<file path="src/rtl/gray_pkg.sv">
// Shared Gray-code helpers and counter mode constants for the Gray counter,
// pointer and synchroniser blocks.
package gray_pkg;

  localparam int MODE_WRAP = 0;
  localparam int MODE_SAT  = 1;

  function automatic logic [31:0] width_mask(input int width);
    return (width >= 32) ? 32'hFFFF_FFFF : ((32'd1 << width) - 32'd1);
  endfunction

  function automatic logic [31:0] b2g(input logic [31:0] b, input int width);
    logic [31:0] bm;
    bm = b & width_mask(width);
    return bm ^ (bm >> 1);
  endfunction

  // Prefix XOR from the MSB, done as a log-depth shift cascade; bits above
  // the width are cleared first so they cannot leak into the result.
  function automatic logic [31:0] g2b(input logic [31:0] g, input int width);
    logic [31:0] acc;
    acc = g & width_mask(width);
    for (int s = 1; s < 32; s = s * 2) begin
      acc = acc ^ (acc >> s);
    end
    return acc;
  endfunction

endpackage

</file>
<file path="src/rtl/gray_to_bin_n.sv">
// Combinational Gray-to-binary decoder: b[MSB] = g[MSB], b[i] = b[i+1] ^ g[i].
module gray_to_bin_n #(
  parameter int WIDTH = 4
) (
  input  logic [WIDTH-1:0] gray,
  output logic [WIDTH-1:0] bin
);

  always_comb begin
    bin = '0;
    bin[WIDTH-1] = gray[WIDTH-1];
    for (int i = WIDTH - 2; i >= 0; i--) begin
      bin[i] = bin[i+1] ^ gray[i];
    end
  end

endmodule

</file>
<file path="src/rtl/gray_counter_n.sv">
// Up/down counter holding a binary count and a registered, glitch-free Gray
// image of it; supports binary or Gray load and wrap or saturate at limits.
module gray_counter_n
  import gray_pkg::*;
#(
  parameter int               WIDTH     = 4,
  parameter int               SATURATE  = MODE_WRAP,
  parameter logic [WIDTH-1:0] RESET_VAL = '0
) (
  input  logic             clk,
  input  logic             rst_n,
  input  logic             en,
  input  logic             up,
  input  logic             load,
  input  logic             load_is_gray,
  input  logic [WIDTH-1:0] load_val,
  output logic [WIDTH-1:0] bin_q,
  output logic [WIDTH-1:0] gray_q,
  output logic             wrap,
  output logic             at_limit
);

  localparam logic [WIDTH-1:0] MAX        = '1;
  localparam logic [WIDTH-1:0] ONE        = WIDTH'(1);
  localparam logic [WIDTH-1:0] RESET_GRAY = RESET_VAL ^ (RESET_VAL >> 1);

  logic [WIDTH-1:0] load_bin;
  logic [WIDTH-1:0] next_bin;
  logic             next_wrap;

  // One count step with limit handling; returns {wrap, next count}.
  function automatic logic [WIDTH:0] step(input logic [WIDTH-1:0] cur,
                                          input logic dir);
    logic [WIDTH:0] res;
    res = {1'b0, cur};
    if (dir) begin
      if (cur != MAX) begin
        res = {1'b0, cur + ONE};
      end else if (SATURATE != MODE_SAT) begin
        res = {1'b1, {WIDTH{1'b0}}};
      end
    end else begin
      if (cur != '0) begin
        res = {1'b0, cur - ONE};
      end else if (SATURATE != MODE_SAT) begin
        res = {1'b1, MAX};
      end
    end
    return res;
  endfunction

  gray_to_bin_n #(
    .WIDTH(WIDTH)
  ) u_load_dec (
    .gray(load_val),
    .bin (load_bin)
  );

  always_comb begin
    next_bin  = bin_q;
    next_wrap = 1'b0;
    if (load) begin
      next_bin = load_is_gray ? load_bin : load_val;
    end else if (en) begin
      {next_wrap, next_bin} = step(bin_q, up);
    end
  end

  // Register stage: Gray is encoded from next_bin so gray_q is a flop output.
  always_ff @(posedge clk or negedge rst_n) begin
    if (!rst_n) begin
      bin_q  <= RESET_VAL;
      gray_q <= RESET_GRAY;
      wrap   <= 1'b0;
    end else begin
      bin_q  <= next_bin;
      gray_q <= next_bin ^ (next_bin >> 1);
      wrap   <= next_wrap;
    end
  end

  assign at_limit = up ? (&bin_q) : ~(|bin_q);

endmodule
</file>
<file path="config.mk">
export PLATFORM = sky130hd
export DESIGN_NAME = gray_counter_n
export DESIGN_NICKNAME = d
export VERILOG_FILES = /design/src/rtl/gray_pkg.sv /design/src/rtl/gray_to_bin_n.sv /design/src/rtl/gray_counter_n.sv
export SDC_FILE = /design/constraint.sdc
export NUM_CORES = 1
export LEC_CHECK = 0
export ABC_AREA = 1
export BUFFER_PORTS_ARGS = -buffer_cell sky130_fd_sc_hd__buf_4
export CAP_MARGIN = 20
export CELL_PAD_IN_SITES_DETAIL_PLACEMENT = 1
export CELL_PAD_IN_SITES_GLOBAL_PLACEMENT = 2
export CORE_UTILIZATION = 29
export DETAILED_ROUTE_END_ITERATION = 10
export PLACE_DENSITY = 0.86
export REMOVE_ABC_BUFFERS = 1
export SETUP_SLACK_MARGIN = 0.05
export SLEW_MARGIN = 10
export SYNTH_ARGS = -nofsm -noshare
export SYNTH_HDL_FRONTEND = slang
export SYNTH_SLANG_ARGS = --single-unit
export TNS_END_PERCENT = 5
</file>
<file path="constraint.sdc">
create_clock -name clk -period 3.1 [get_ports clk]
set_clock_uncertainty 0.15 [all_clocks]
set_input_delay 0.155 -clock clk [delete_from_list [all_inputs] [get_ports clk]]
set_output_delay 0.155 -clock clk [all_outputs]
set_load 0.1 [all_outputs]
</file>
Yosys cells after proc, flatten, opt, wreduce, memory -nomap -nowiden
Cells that the tools add are included.
Widths: inputs -> output; s select.

word-level totals
  latch bits = 0
  memories = 0
  memory bits (read-only) = 0
  input bits = 10
  memory bits (writable) = 0
  register bits after elaboration = 9

operators by class
  bitwise logic cells = 5
  shift operators = 0
  magnitude comparators = 0
  $add $sub $neg = 2
  reduce and logical (&&, ||, !) cells = 3
  eq/ne operators = 1
  multiplexer cells = 9
  $mul = 0
  divide/modulo/power cells = 0

operators by type and width
  operator             count
  $mux 5               3
  $mux 4               2
  $add 4x1->4 const B  1
  $ne 4x4->1 const B   1
  $reduce_and 4->1     1
  $reduce_bool 4->1    1
  $reduce_or 4->1      1
  $sub 4x1->4 const B  1
  $xor 4x3->4          1
  $mux 1               3
  $mux 3               1
  $xor 1x1->1          3
  $not 1->1            1

Depth between registers and ports, before layout
Gate-level depths: netlist of the first run.

  word-level depth = 6
  gate-level depth with buffers = 12
  depth with buffers taken out = 12

By module
A second synthesis of the first run with hierarchy kept.

second synthesis, totals
  cell total of the unflattened synthesis = 102
  area, all modules = 708.2 µm²

modules (own cells, without submodules)
  module          seq. area each (µm²)  cells each  area each (µm²)  instances
  gray_counter_n  200.2                 84          614.3            1
  gray_to_bin_n   0.0                   18          93.8             1

Worst setup path before layout of the first run
OpenSTA, ideal clock, no wires.

  path kind = reg2out
  start point = register bin_q[1]
  end point = output port at_limit
  path buffers = 0
  data required time = 2.795 ns
  data arrival time = 2.190 ns
  stages on the path, launching flop included = 6
  slack = 0.605 ns
  cell sequence = dfrtp_1 -> ha_1 -> nand2_2 -> nor2_1 -> o21bai_1 -> inv_1

on the way
  cells in the longest elaborated chain, start to end = 3
  elaborated cells on any way between the ends = 4
  those cells by class = mux (1); bitwise (1); reduce/logical (2)

ends and longest elaborated chain
  item                    line                  source
  start, declared         gray_counter_n.sv:17  output logic [WIDTH-1:0] bin_q,
  start signal, assigned  gray_counter_n.sv:76  bin_q <= next_bin;
  $reduce_or 4->1         gray_counter_n.sv:82  assign at_limit = up ? (&bin_q) : ~(|bin_q);
  $not 1->1               gray_counter_n.sv:82
  $mux 1 (*)              gray_counter_n.sv:82
  end, declared           gray_counter_n.sv:20  output logic at_limit

Mark *: on every way between the ends. The rest lies on a longest branch, timed or not.

Worst setup path after layout of the first run
  start point = register bin_q[0]
  end point = output port at_limit

The elaborated chain is that of the path after synthesis.

==> results, run 1 <==
- The routed via count divided by cell count is 4.60.
- The critical path capture point type is an output pin.
- Dividing the final minimum period by the clock period gives 67.7%.
- Data on the critical path arrives at its endpoint at 1.79 ns.
- The worst slack on hold paths is 0.0717 ns.
- The horizontal die dimension is 51.7 µm.
- The aggregate routed wire length is 1.83 mm.
- Once the clock tree was built, the resizer swapped 0 gates to a different size.
- In this run the deepest clock path goes through 2 buffers.
- The total non-filler cell area in the finished layout is 910 µm².
- Counting the fill cells in the layout gives 295.
- Together, buffers and inverters on the worst path number 3.
- The combined global-route utilization of all metal layers is 16.3%.
- In this run, the number of DRC markers left after iteration 0 of detailed routing was 3.
- In this design, the stage delay of the slowest critical-path cell is 0.45 ns.
- The most common library cell in the layout ignoring fill and taps is nand2_1.
- In this run the number of H-tree levels came out at 1.
- The maximum number of pins on one net before global-route repair is 10.
- Traced cell by cell, the critical path runs through inv_2 -> ha_1 -> nand3_2 -> and2_4 -> o21bai_1 -> inv_1 -> buf_4.
- TritonCTS built the clock tree.
- The post-route netlist has 39.0% of its cells at a drive strength greater than 1.
- The worst path needs 2.10 ns of the cycle, external delays included.
- In the synthesized netlist, the number of instances is 97.
- The root cell of the clock tree is clkbuf_4.
- For this run, the register share of the synthesized area comes to 28.0%.
- The flow ran to the end, and the final reports show no timing, DRC or antenna violations.
- The worst register-to-register path ends at gray_q[0]$_DFF_PN0_.
- The worst-case headroom to the max-slew limit is 72.2%.
- The critical-path maximum fanout is 6.
- After legalization and detailed placement, the total HPWL measured 1.54 mm.
- The clock latency of the later-clocked register in the worst-skew pair is 0.26 ns.
- The first global-routing pass estimated 3.20 mm of wire.
- The initial standard-cell utilization of the core is 31.4%.
- Row generation in the floorplan step produced 17 rows.
- The type of origin of the critical path is a flop.
- The cell at the slowest stage of the critical path is dfrtp_1.
- The startpoint identified for the worst hold timing path is en.
- The placed standard-cell area is 867 µm².
- The die height is 51.7 µm.
- For this run, the number of standard cells in the final layout without fillers is 146.
- The critical path data required time is 2.79 ns.
- Timing analysis after detailed placement gives a worst setup slack of 1.29 ns.
- The routability congestion estimate is 0.688.
- The maximum vdd drop is 317 µV.
- Cells fill 40.0% of the core in the end.
- Dividing the detail-routed wire length by the instance count gives 12.5 µm.
- The count of final max-slew check failures is 0.
- The count of warnings emitted by yosys is 0.
- After synthesis the cells add up to 716 µm².
- The vias after detailed routing is 672.
- The kind of cell with the highest combined delay along the critical path is buffers and inverters.
- In this run the mean area of a mapped cell was 7.38 µm².
- The number of buffers inserted to repair setup after CTS is 0.
- For this design, the sink count on the clock tree is 8.
- The power density over cell area is 561 mW/mm².
- The start-to-end type of the worst setup path is flop to output pin.
- The slew of the pin with the lowest slew margin is 0.417 ns.
- The number of global-route vias before repair is 735.
- The number of hold buffers added after CTS was 2.
- The overflow left after global routing is 0.
- The analysis attributes to cell leakage a power of 0.496 nW.
- In the final timing run, aggregate negative setup slack is 0 ns.
- The number of hold-slack violations in the final timing report is 0.
- The first detailed-routing pass ran for 2 iterations.
- In this run the count of I/O pins placed on the die edge is 20.
- The cell count of the worst reg-to-reg path is 8.
- The area of the die is 0.00267 mm².
- The number of antenna diodes is 0.
- The count of input and output buffers is 19.
- Setup violations remaining at the end of the flow were counted as 0.
- The tool flagged a number of max-cap violations equal to 0.
- For this run, design rule violations remaining after detail routing come to 0.
- The worst hold path terminates at wrap$_DFF_PN0_.
- Setup slack closes at 1.00 ns.
- The post-synthesis register bit count is 8.
- The register-to-register path setup slack is 1.31 ns.
- The area growth from synthesis to layout is 27.1%.
- The count of nets left with antenna violations after detail routing is 0.
- In this run the critical register-to-register path is launched from bin_q[0]$_DFF_PN0_.
- The number of antenna violations at the first check in global routing is 0.
- The number of cells after detailed placement is 141.
- Static timing analysis puts the maximum clock frequency at 476 MHz.
- In the layout the commonest cells are 20 x nand2_1, 19 x buf_4, 14 x nand3_1.
- Setup repair after global routing left no endpoint under its margin.
- The final layout contains 133 nets.
- The clock transition at the registers of the reported paths is 0.05 ns.
- The type of the worst min-delay path is primary input to flop.
- Counting instances, the worst hold path has a depth of 3.
- Counting the buffers created by CTS gives 3.
- The number of distinct library cells after synthesis is 27.
- The core box area is 0.00228 mm².
- Overall power consumption after layout is estimated at 0.510 mW.
-- metal layers --
layer	vias up	global-route usage, %	wire length [µm]
li1	346	-	-
met1	311	19.4	812
met2	13	29.9	961
met3	2	2.92	48
met4	0	4.05	6
met5	-	0	0
-- how the worst max path moves through the flow --
stage / start / to / cells after the start
global route: bin_q[0]$_DFF_PN0_ / at_limit / 7
finish: bin_q[0]$_DFF_PN0_ / at_limit / 7
CTS: bin_q[0]$_DFF_PN0_ / at_limit / 7
global placement: bin_q[0]$_DFF_PN0_ / at_limit / 7
floorplan: bin_q[3]$_DFF_PN0_ / at_limit / 4
detailed placement: bin_q[0]$_DFF_PN0_ / at_limit / 7
-- registers in the layout (all words and copies together), names as in the netlist --
signal and flops:
wrap 1, bin_q 4, gray_q 3
-- worst register-to-register path, delay by kind of cell (launching register included) --
kind	cells	cell delay (ns)
AO/OA/AOI/OAI	1	0.20
flip-flops	1	0.46
buffers and inverters	1	0.10
XOR/XNOR	1	0.17
adder cells (fa/ha/maj)	1	0.31
AND/OR/NAND/NOR	4	0.34
-- Yosys cell counts, drive strengths merged --
| master | number | area (µm²) |
|---|---|---|
| a21boi | 1 | 18.8 |
| clkinv | 1 | 5.00 |
| inv | 16 | 62.6 |
| nor3 | 1 | 10.0 |
| or3 | 1 | 6.26 |
| nand3 | 16 | 90.1 |
| o21ai | 3 | 15.0 |
| nand2 | 29 | 141 |
| ha | 3 | 37.5 |
| nand4 | 1 | 6.26 |
| buf | 3 | 26.3 |
| dfrtp | 8 | 200 |
| nor2 | 5 | 26.3 |
| and2 | 1 | 8.76 |
| xor2 | 1 | 8.76 |
| a21oi | 5 | 36.3 |
| xnor2 | 1 | 8.76 |
| o21bai | 1 | 7.51 |
-- cell families after synthesis --
kind of cell / synth area share [%]
simple gates: 40.4
fa+ha+maj: 5.25
flops: 28.0
compound gates: 10.8
buf+inv: 13.1
xor+xnor: 2.45
-- final cells by class --
type                            count  area [µm²]  area share [%]
Sequential cell                     8         200            22.0
Multi-Input combinational cell     69         422            46.4
Inverter                           17        67.6            7.43
Clock buffer                        3        22.5            2.48
Timing Repair Buffer               21         163            17.9
Tap cell                           28        35.0            3.85
-- report_power, final --
group | internal [mW] | switching [mW]
clock network | 0.0443 | 0.0352
registers | 0.120 | 0.0191
logic | 0.0743 | 0.217
(Power assumes the default switching activity.)
==> inputs of run 2 (changes only) <==
- ABC_AREA: 1 -> 0
- CORE_UTILIZATION: 29 -> 25
- PLACE_DENSITY: 0.86 -> 0.76
- clock period: 3.1 -> 1.9 ns (I/O delays scaled with it)
==> run 2 against run 1 <==
  * Sequential cell count unchanged
  * Register-to-register slack got worse by 1.2 ns
  * Critical path depth decreased by 2
  * Global-route usage decreased by 3.0 points
  * Sequential share of layout area increased by 1.5 points
  * Die area decreased by 5.5%
  * Final area decreased by 6.2%
  * Utilization decreased by 1.4 points
  * Synthesized cell count decreased by 40%
  * Non-clock buffer count increased by 6
  * Combinational power increased by 120%
  * Sequential power increased by 70%
  * Critical endpoint unchanged
==> results, run 2 <==
- The run finished with clean final reports.
- Setup repair after global routing could not meet its margin everywhere.
- The sequential share of the synthesized area is 34.4% (+6.4 points).
- The vias after detailed routing is 523 (-22%).
- The cell count after synthesis came to 58 (-40%).
- Among all cell types in the netlist, the one instantiated most often is dfrtp_1.
- The detailed-route DRC error count was 0 (unchanged).
- The DRC violation total after the first TritonRoute iteration is 7 (+4).
- The placed standard-cell area is 759 µm² (-12%).
- The depth of the CTS H-tree came to 1 (unchanged).
- The sum of internal, switching and leakage power came to 1.01 mW (+98%).
- The count of input and output buffers was 19 (unchanged).
- The number of distinct library cells after synthesis is 28 (+3.7%).
- The clock network fraction of total power is 12.8% (-2.8 points).
- The first-pass GRT wire length was 2.46 mm (-23%).
- The total non-filler cell area in the finished layout was 853 µm² (-6.2%).
- The start-to-end type of the worst setup path is flop to output pin.
- The adder and majority cell fraction of the synthesized area is 6.45% (+1.2 points).
- The overflow left after global routing is 0 (unchanged).
- The count of nets left with antenna violations after detail routing was 0 (unchanged).
- The most common library cell in the layout ignoring fill and taps is buf_4.
- The aggregate routed wire length came to 1.44 mm (-21%).
- The number of global-route vias before repair is 561 (-24%).
- The most frequently used flop master after synthesis is dfrtp_1.
- The number of enable flip-flop cells after synthesis is 0 (unchanged).
- The clock latency of the later-clocked register in the worst-skew pair is 0.25 ns (about the same).
- The total number of clock tree sinks is 8 (unchanged).
- The top cell type's share of synthesized area is 34.4% (+6.4 points).
- The number of fill cells in the layout is 267 (-9.5%).
- The XOR/XNOR share of the synthesized area was 14.6% (+12 points).
- The final routed wire length divided by cell count was 12.8 µm (+2.5%).
- The synthesized-area fraction occupied by ao, oa, aoi and oai cells is 20.0% (+9.2 points).
- The arrival time of data at the critical path endpoint is 1.53 ns (-0.26 ns).
- The layout cell share with drive strength beyond 1 is 47.6% (+8.6 points).
- The post-synthesis register bit count came to 8 (unchanged).
- The async set-reset flop share out of synthesis is 100% (unchanged).
- The critical path data required time is 1.65 ns (-1.14 ns).
- The max-cap violation count is 0 (unchanged).
- The maximum vdd drop is 555 µV (+75%).
- The portion of total power attributed to combinational logic was 63.9% (+6.8 points).
- The placed wire-length estimate is 1.13 mm (-27%).
- The CTS buffer count is 3 (unchanged).
- The type of the worst min-delay path is primary input to async pin.
- The fraction of power consumed by sequential logic was 23.3% (-4.0 points).
- The worst-case clock buffer depth is 2 (unchanged).
- The clock transition at the registers of the reported paths came to 0.06 ns (about the same).
- The post-route clock period utilization is 93.6%.
- The switching power is 0.543 mW (+100%).
- The combined global-route utilization of all metal layers is 13.3% (-3.0 points).
- The multiplexer share of the synthesized area is 3.66% (+3.7 points).
- The worst setup path is launched from a flop.
- The largest family of logic cells by synthesized area is compound AO/OA/AOI/OAI gates.
- The simple-gate share of the synthesized area is 13.1% (-27 points).
- The routed via count divided by cell count is 4.67 (+1.5%).
- The count of final max-slew check failures came to 0 (unchanged).
- The largest area contributor in the synthesized netlist is dfrtp_1.
- TritonCTS built the clock tree.
- The number of antenna violations at the first check in global routing is 0 (unchanged).
- The multi-input gate area in the final layout is 369 µm² (-12%).
- The footprint of the flip-flops and latches is 200 µm² (unchanged).
- The maximum number of pins on one net before global-route repair is 10 (unchanged).
- The number of hold-slack violations in the final timing report is 0 (unchanged).
- Yosys attributes the largest share of cell area to dfrtp_1 34%, xor2_1 7.5%, ha_1 6.5%.
- The number of top-level design ports is 20 (unchanged).
- The total standard cell area after synthesis came to 582 µm² (-19%).
- The critical path capture point type is an output pin.
- The internal power contribution is 0.468 mW (+96%).
- Sorting the synthesized cells by how often they occur yields 8 x dfrtp_1, 5 x a21oi_1, 5 x xor2_1, 4 x buf_4, 4 x nor2_1.
- In the layout the commonest cells are 24 x buf_4, 8 x dfrtp_1, 5 x xor2_1.
- The area of the die is 0.00252 mm² (-5.5%).
- Ranked by flip-flop count, first place goes to bin_q.
- The worst-case headroom to the max-slew limit came to 72.2% (about the same).
- The share of the core filled with cells is 38.6% (-1.4 points).
- For the finished layout, the period the worst path requires is 1.78 ns.
- The switching power share of the total is 53.7% (+0.56 points).
- The core box area is 0.00221 mm² (-2.8%).
- The critical-path maximum fanout is 4 (-2).
- The flip-flop count of the largest register, all copies and words added is 4 (unchanged).
- The slew of the pin with the lowest slew margin is 0.413 ns (-0.00368 ns).
- The die height is 50.2 µm (-2.8%).
- The routability congestion estimate came to 0.698 (+1.4%).
- The total leakage power is 0.395 nW (-20%).
- The number of setup violations in the final report is 0 (unchanged).
- The number of detailed-route iterations in the first pass is 3 (+1).
- The average instance area after synthesis came to 10.0 µm² (+36%).
- The number of cells after detailed placement came to 105 (-26%).
- The number of antenna diodes is 0 (unchanged).
- The number of nets in the layout is 99 (-26%).
- The initial standard-cell utilization of the core was 26.3% (-5.1 points).
- The power density over cell area is 1180 mW/mm² (+110%).
- The site row count is 17 (unchanged).
- The largest registers in the layout are bin_q x4, gray_q x3, wrap x1.
- The count of warnings emitted by yosys is 0 (unchanged).
- The root cell of the clock tree is clkbuf_4.
- The worst slack on hold paths is 0.0478 ns (-0.0240 ns).
- Static timing analysis puts the maximum clock frequency at 562 MHz.
- The post-layout instance count excluding filler cells came to 112 (-23%).
- The post-synthesis to final-layout area growth is 46.7%.
- The horizontal die dimension was 50.2 µm (-2.8%).
-- run 2: changes by cell type after synthesis, moves of 2 or more --
cell and change:
inv_2 -4, nand2_4 -2, inv_1 -7, xor2_1 +4, nand3_1 -14, buf_4 +2, nand3_2 -2, nand2_2 -7
o31ai_1 +2, o21ai_1 -2, nand2b_1 +3, nand2_1 -18
-- run 2: timing repair --
| item | 4_1_cts | 5_1_grt |
|---|---|---|
| hold buffers | 2 | 0 |
| setup endpoints to repair | 3 | 4 |
| pin swaps | 0 | 6 |
| endpoints found under the hold margin | 9 | 0 |
| gates resized for setup | 2 | 7 |
| setup buffers | 0 | 2 |
-- run 2: per-stage QoR --
step                      TNS, ns  setup WS, ns
final                           0         0.121
after global routing            0        0.0199
after CTS                       0        0.0475
after detailed placement        0       0.00692
after global placement          0        0.0539
after floorplan             -8.37         -2.46
-- run 2: power by group through the flow --
stage | combinational [mW] | clock (mW) | sequential [mW]
5_1_grt | 0.682 | 0.147 | 0.241
2_1_floorplan | 0.152 | 0 | 0.536
3_3_place_gp | 0.603 | 0 | 0.238
6_report | 0.646 | 0.130 | 0.236
3_5_place_dp | 0.611 | 0 | 0.238
4_1_cts | 0.620 | 0.136 | 0.236
-- run 2: cell families (layout without fill, tap and decap cells) --
family,count (synthesis),in the layout
and+or+nand+nor,14,14
buffers and inverters,8,34
muxes,2,2
xor gates and xnor gates,8,8
AOI/OAI and AO/OA,15,15
DFF,8,8
adders and majority gates,3,3
-- run 2: cell type report --
| class | instances | share of cell area, % |
|---|---|---|
| clock buffer | 3 | 2.64 |
| inverter | 4 | 1.76 |
| multi-input combinational | 42 | 43.3 |
| sequential | 8 | 23.5 |
| tap | 28 | 4.11 |
| timing repair buffer | 27 | 24.8 |
-- run 2: final timing paths --
path,cells after the start,endpoint,slack [ns],from
min in group clk,3,bin_q[0]$_DFF_PN0_,0.05,load_val[0]
setup reg to reg,7,gray_q[2]$_DFF_PN0_,0.13,bin_q[0]$_DFF_PN0_
hold reg to reg,3,bin_q[0]$_DFF_PN0_,0.55,bin_q[0]$_DFF_PN0_
max in group asynchronous,2,bin_q[0]$_DFF_PN0_,1.42,rst_n
setup / recovery,5,at_limit,0.12,bin_q[0]$_DFF_PN0_
hold / removal,2,bin_q[2]$_DFF_PN0_,0.05,rst_n
-- run 2: worst max-delay path: stages (launching register included) --
cell      delay, ns
dfrtp_1        0.42
inv_2          0.11
ha_4           0.13
nand2b_1       0.10
o31ai_2        0.26
buf_6          0.27
-- run 2: metal layers --
layer,vias to the layer above,track usage [%],wire length (µm)
li1,253,-,-
met1,253,14.5,603
met2,15,23.6,760
met3,2,4.85,59
met4,0,4.29,14
met5,-,0,0
==> inputs of run 3 (changes only) <==
- SETUP_SLACK_MARGIN: 0.05 -> 0.3
==> run 3 against run 2 <==
  * Non-clock buffer count grew 2
  * Hold slack gained 0.00054 ns
  * Final area grew 4.7%
  * Count of clock-buffer cells in the layout is the same
  * Cell count grew 1.8%
  * Combinational power grew 4.0%
  * Worst setup slack gained 0.034 ns
  * Sequential share of layout area shrank 0.91 points
  * Total power grew 2.8%
  * Routed wire length grew 0.56%
  * Critical endpoint is now gray_q[1]$_DFF_PN0_
  * Largest cell class unchanged
==> results, run 3 (synthesis results as in run 2) <==
- The worst-case clock buffer depth is 2 (unchanged).
- The largest register by flop count is bin_q.
- The number of cells after detailed placement is 105 (unchanged).
- The number of fill cells in the layout is 262 (-1.9%).
- The count of final max-slew check failures is 0 (unchanged).
- The area of the die is 0.00252 mm² (unchanged).
- The number of detailed-route iterations in the first pass came to 4 (+1).
- Setup repair after global routing could not meet its margin everywhere.
- The start-to-end type of the worst setup path is flop to flop.
- The number of nets in the layout was 101 (+2.0%).
- The first-pass GRT wire length is 2.58 mm (+4.8%).
- The number of global-route vias before repair is 565 (+0.71%).
- The max-cap violation count is 0 (unchanged).
- The maximum number of pins on one net before global-route repair is 10 (unchanged).
- The fraction of power consumed by sequential logic came to 22.9% (-0.4 points).
- The largest individual stage delay along the critical path comes from the cell dfrtp_1.
- The number of setup violations in the final report is 0 (unchanged).
- The CTS buffer count is 3 (unchanged).
- The total leakage power is 0.415 nW (+5.1%).
- The accumulated negative setup slack came to 0 ns (unchanged).
- The clock transition at the registers of the reported paths was 0.05 ns (about the same).
- The maximum frequency from static timing analysis was 573 MHz (+1.9%).
- The number of hold-slack violations in the final timing report is 0 (unchanged).
- The count of nets left with antenna violations after detail routing is 0 (unchanged).
- The overflow left after global routing is 0 (unchanged).
- The routability congestion estimate was 0.698 (unchanged).
- The worst setup timing slack at the placement stage came to 0.00692 ns (unchanged).
- The aggregate routed wire length was 1.45 mm (+0.56%).
- The cell sitting at the root of the clock tree is a clkbuf_4.
- The die height came to 50.2 µm (unchanged).
- The switching power share of the total is 53.0% (-0.74 points).
- The core box area is 0.00221 mm² (unchanged).
- The layout cell share with drive strength beyond 1 came to 51.2% (+3.5 points).
- The share of the core filled with cells is 40.4% (+1.8 points).
- The run finished with clean final reports.
- The horizontal die dimension came to 50.2 µm (unchanged).
- The power density over cell area came to 1160 mW/mm² (-1.8%).
- The post-synthesis to final-layout area growth is 53.5%.
- The worst setup path is launched from a flop.
- The number of antenna diodes is 0 (unchanged).
- The library cell used most frequently in the layout, excluding fill and tap cells, is buf_4.
- The site row count is 17 (unchanged).
- The final routed wire length divided by cell count is 12.7 µm (-1.2%).
- The combined global-route utilization of all metal layers is 14.0% (+0.70 points).
- In the layout the commonest cells are 26 x buf_4, 7 x dfrtp_1, 5 x xor2_1.
- The number of antenna violations at the first check in global routing is 0 (unchanged).
- The portion of total power attributed to combinational logic came to 64.7% (+0.8 points).
- The routed via count divided by cell count was 4.61 (-1.2%).
- The count of input and output buffers is 19 (unchanged).
- The largest registers in the layout are bin_q x4, gray_q x3, wrap x1.
- The arrival time of data at the critical path endpoint is 1.73 ns (+0.20 ns).
- The sum of internal, switching and leakage power was 1.04 mW (+2.8%).
- The worst slack on hold paths is 0.0483 ns (+0.000535 ns).
- The CTS tree is done.
- The detailed-route DRC error count was 0 (unchanged).
- The DRC violation total after the first TritonRoute iteration was 4 (-3).
- The total number of clock tree sinks is 8 (unchanged).
- The vias after detailed routing is 526 (+0.57%).
- The multi-input gate area in the final layout was 389 µm² (+5.4%).
- The critical path's largest stage delay is 0.40 ns (-0.02 ns).
- The maximum vdd drop is 557 µV (+0.34%).
- The switching power is 0.551 mW (+1.4%).
- The slew of the pin with the lowest slew margin is 0.413 ns (+0.000311 ns).
- The depth of the CTS H-tree is 1 (unchanged).
- The critical path capture point type is a flop.
- The clock network fraction of total power is 12.5% (-0.3 points).
- The initial standard-cell utilization of the core was 26.3% (unchanged).
- The placed standard-cell area is 759 µm² (unchanged).
- The worst path setup slack after routing came to 0.154 ns (+0.0337 ns).
- The critical path data required time is 1.88 ns (+0.23 ns).
- The final critical-path required period is 1.75 ns (-0.0337 ns).
- The placed wire-length estimate came to 1.13 mm (unchanged).
- The post-route clock period utilization is 91.9% (-1.8 points).
- The internal power contribution is 0.488 mW (+4.4%).
- The post-layout instance count excluding filler cells is 114 (+1.8%).
- The critical-path maximum fanout is 4 (unchanged).
- The flip-flop count of the largest register, all copies and words added is 4 (unchanged).
- The worst-case headroom to the max-slew limit is 72.2% (about the same).
- The signal on the critical path passes through inv_2 -> ha_2 -> mux2_4 -> a21oi_2 -> a311oi_1 -> a21o_1 -> xnor2_1.
- The total non-filler cell area in the finished layout is 893 µm² (+4.7%).
- In this run the worst hold path is classified as primary input to async pin.
- The footprint of the flip-flops and latches is 201 µm² (+0.62%).
- The number of top-level design ports is 20 (unchanged).
- The clock latency of the later-clocked register in the worst-skew pair is 0.25 ns (about the same).
[run 3: critical path: cells and delay by family (launching register included)]
family / cells / cell delay [ns]
flops: 1 / 0.40
xor+xnor: 1 / 0.14
compound gates: 3 / 0.38
fa+ha+maj: 1 / 0.20
mux: 1 / 0.28
buf+inv: 1 / 0.08
[run 3: timing repair]
action,CTS,global route
endpoints found under the setup margin,7,7
pin swaps,5,0
setup buffers,1,3
gates resized for setup,13,0
endpoints found under the hold margin,9,0
hold buffers,2,0
[run 3: worst paths after layout]
kind | from | endpoint | slack [ns] | cells after the start
max in group asynchronous | rst_n | bin_q[2]$_DFF_PN0_ | 1.41 | 2
min reg2reg | bin_q[2]$_DFF_PN0_ | wrap$_DFF_PN0_ | 0.55 | 2
min | rst_n | gray_q[1]$_DFF_PN0_ | 0.05 | 2
max reg2reg | bin_q[0]$_DFF_PN0_ | gray_q[1]$_DFF_PN0_ | 0.15 | 7
max | bin_q[0]$_DFF_PN0_ | gray_q[1]$_DFF_PN0_ | 0.15 | 7
min in group clk | load_val[0] | bin_q[0]$_DFF_PN0_ | 0.05 | 3
[run 3: metal layers]
metal / up-vias / track usage [%] / routed length [µm]
met4: 0 / 4.29 / 14
met2: 15 / 24.2 / 763
met3: 2 / 4.85 / 59
met5: - / 0 / 0
li1: 254 / - / -
met1: 255 / 16.0 / 608
[run 3: cell type report]
cell class / instances / area share, %
well taps: 28 / 3.92
inverters: 4 / 1.68
multi-input cells: 42 / 43.6
repair buffers: 29 / 25.8
clock buffers: 3 / 2.52
flip-flops and latches: 8 / 22.5
[run 3: power by group through the flow]
stage	Combinational, mW	Sequential (mW)	Clock (mW)
after global placement	0.603	0.238	0
after detailed placement	0.611	0.238	0
after floorplan	0.152	0.536	0
after CTS	0.658	0.239	0.136
after global routing	0.711	0.243	0.147
final	0.672	0.237	0.129
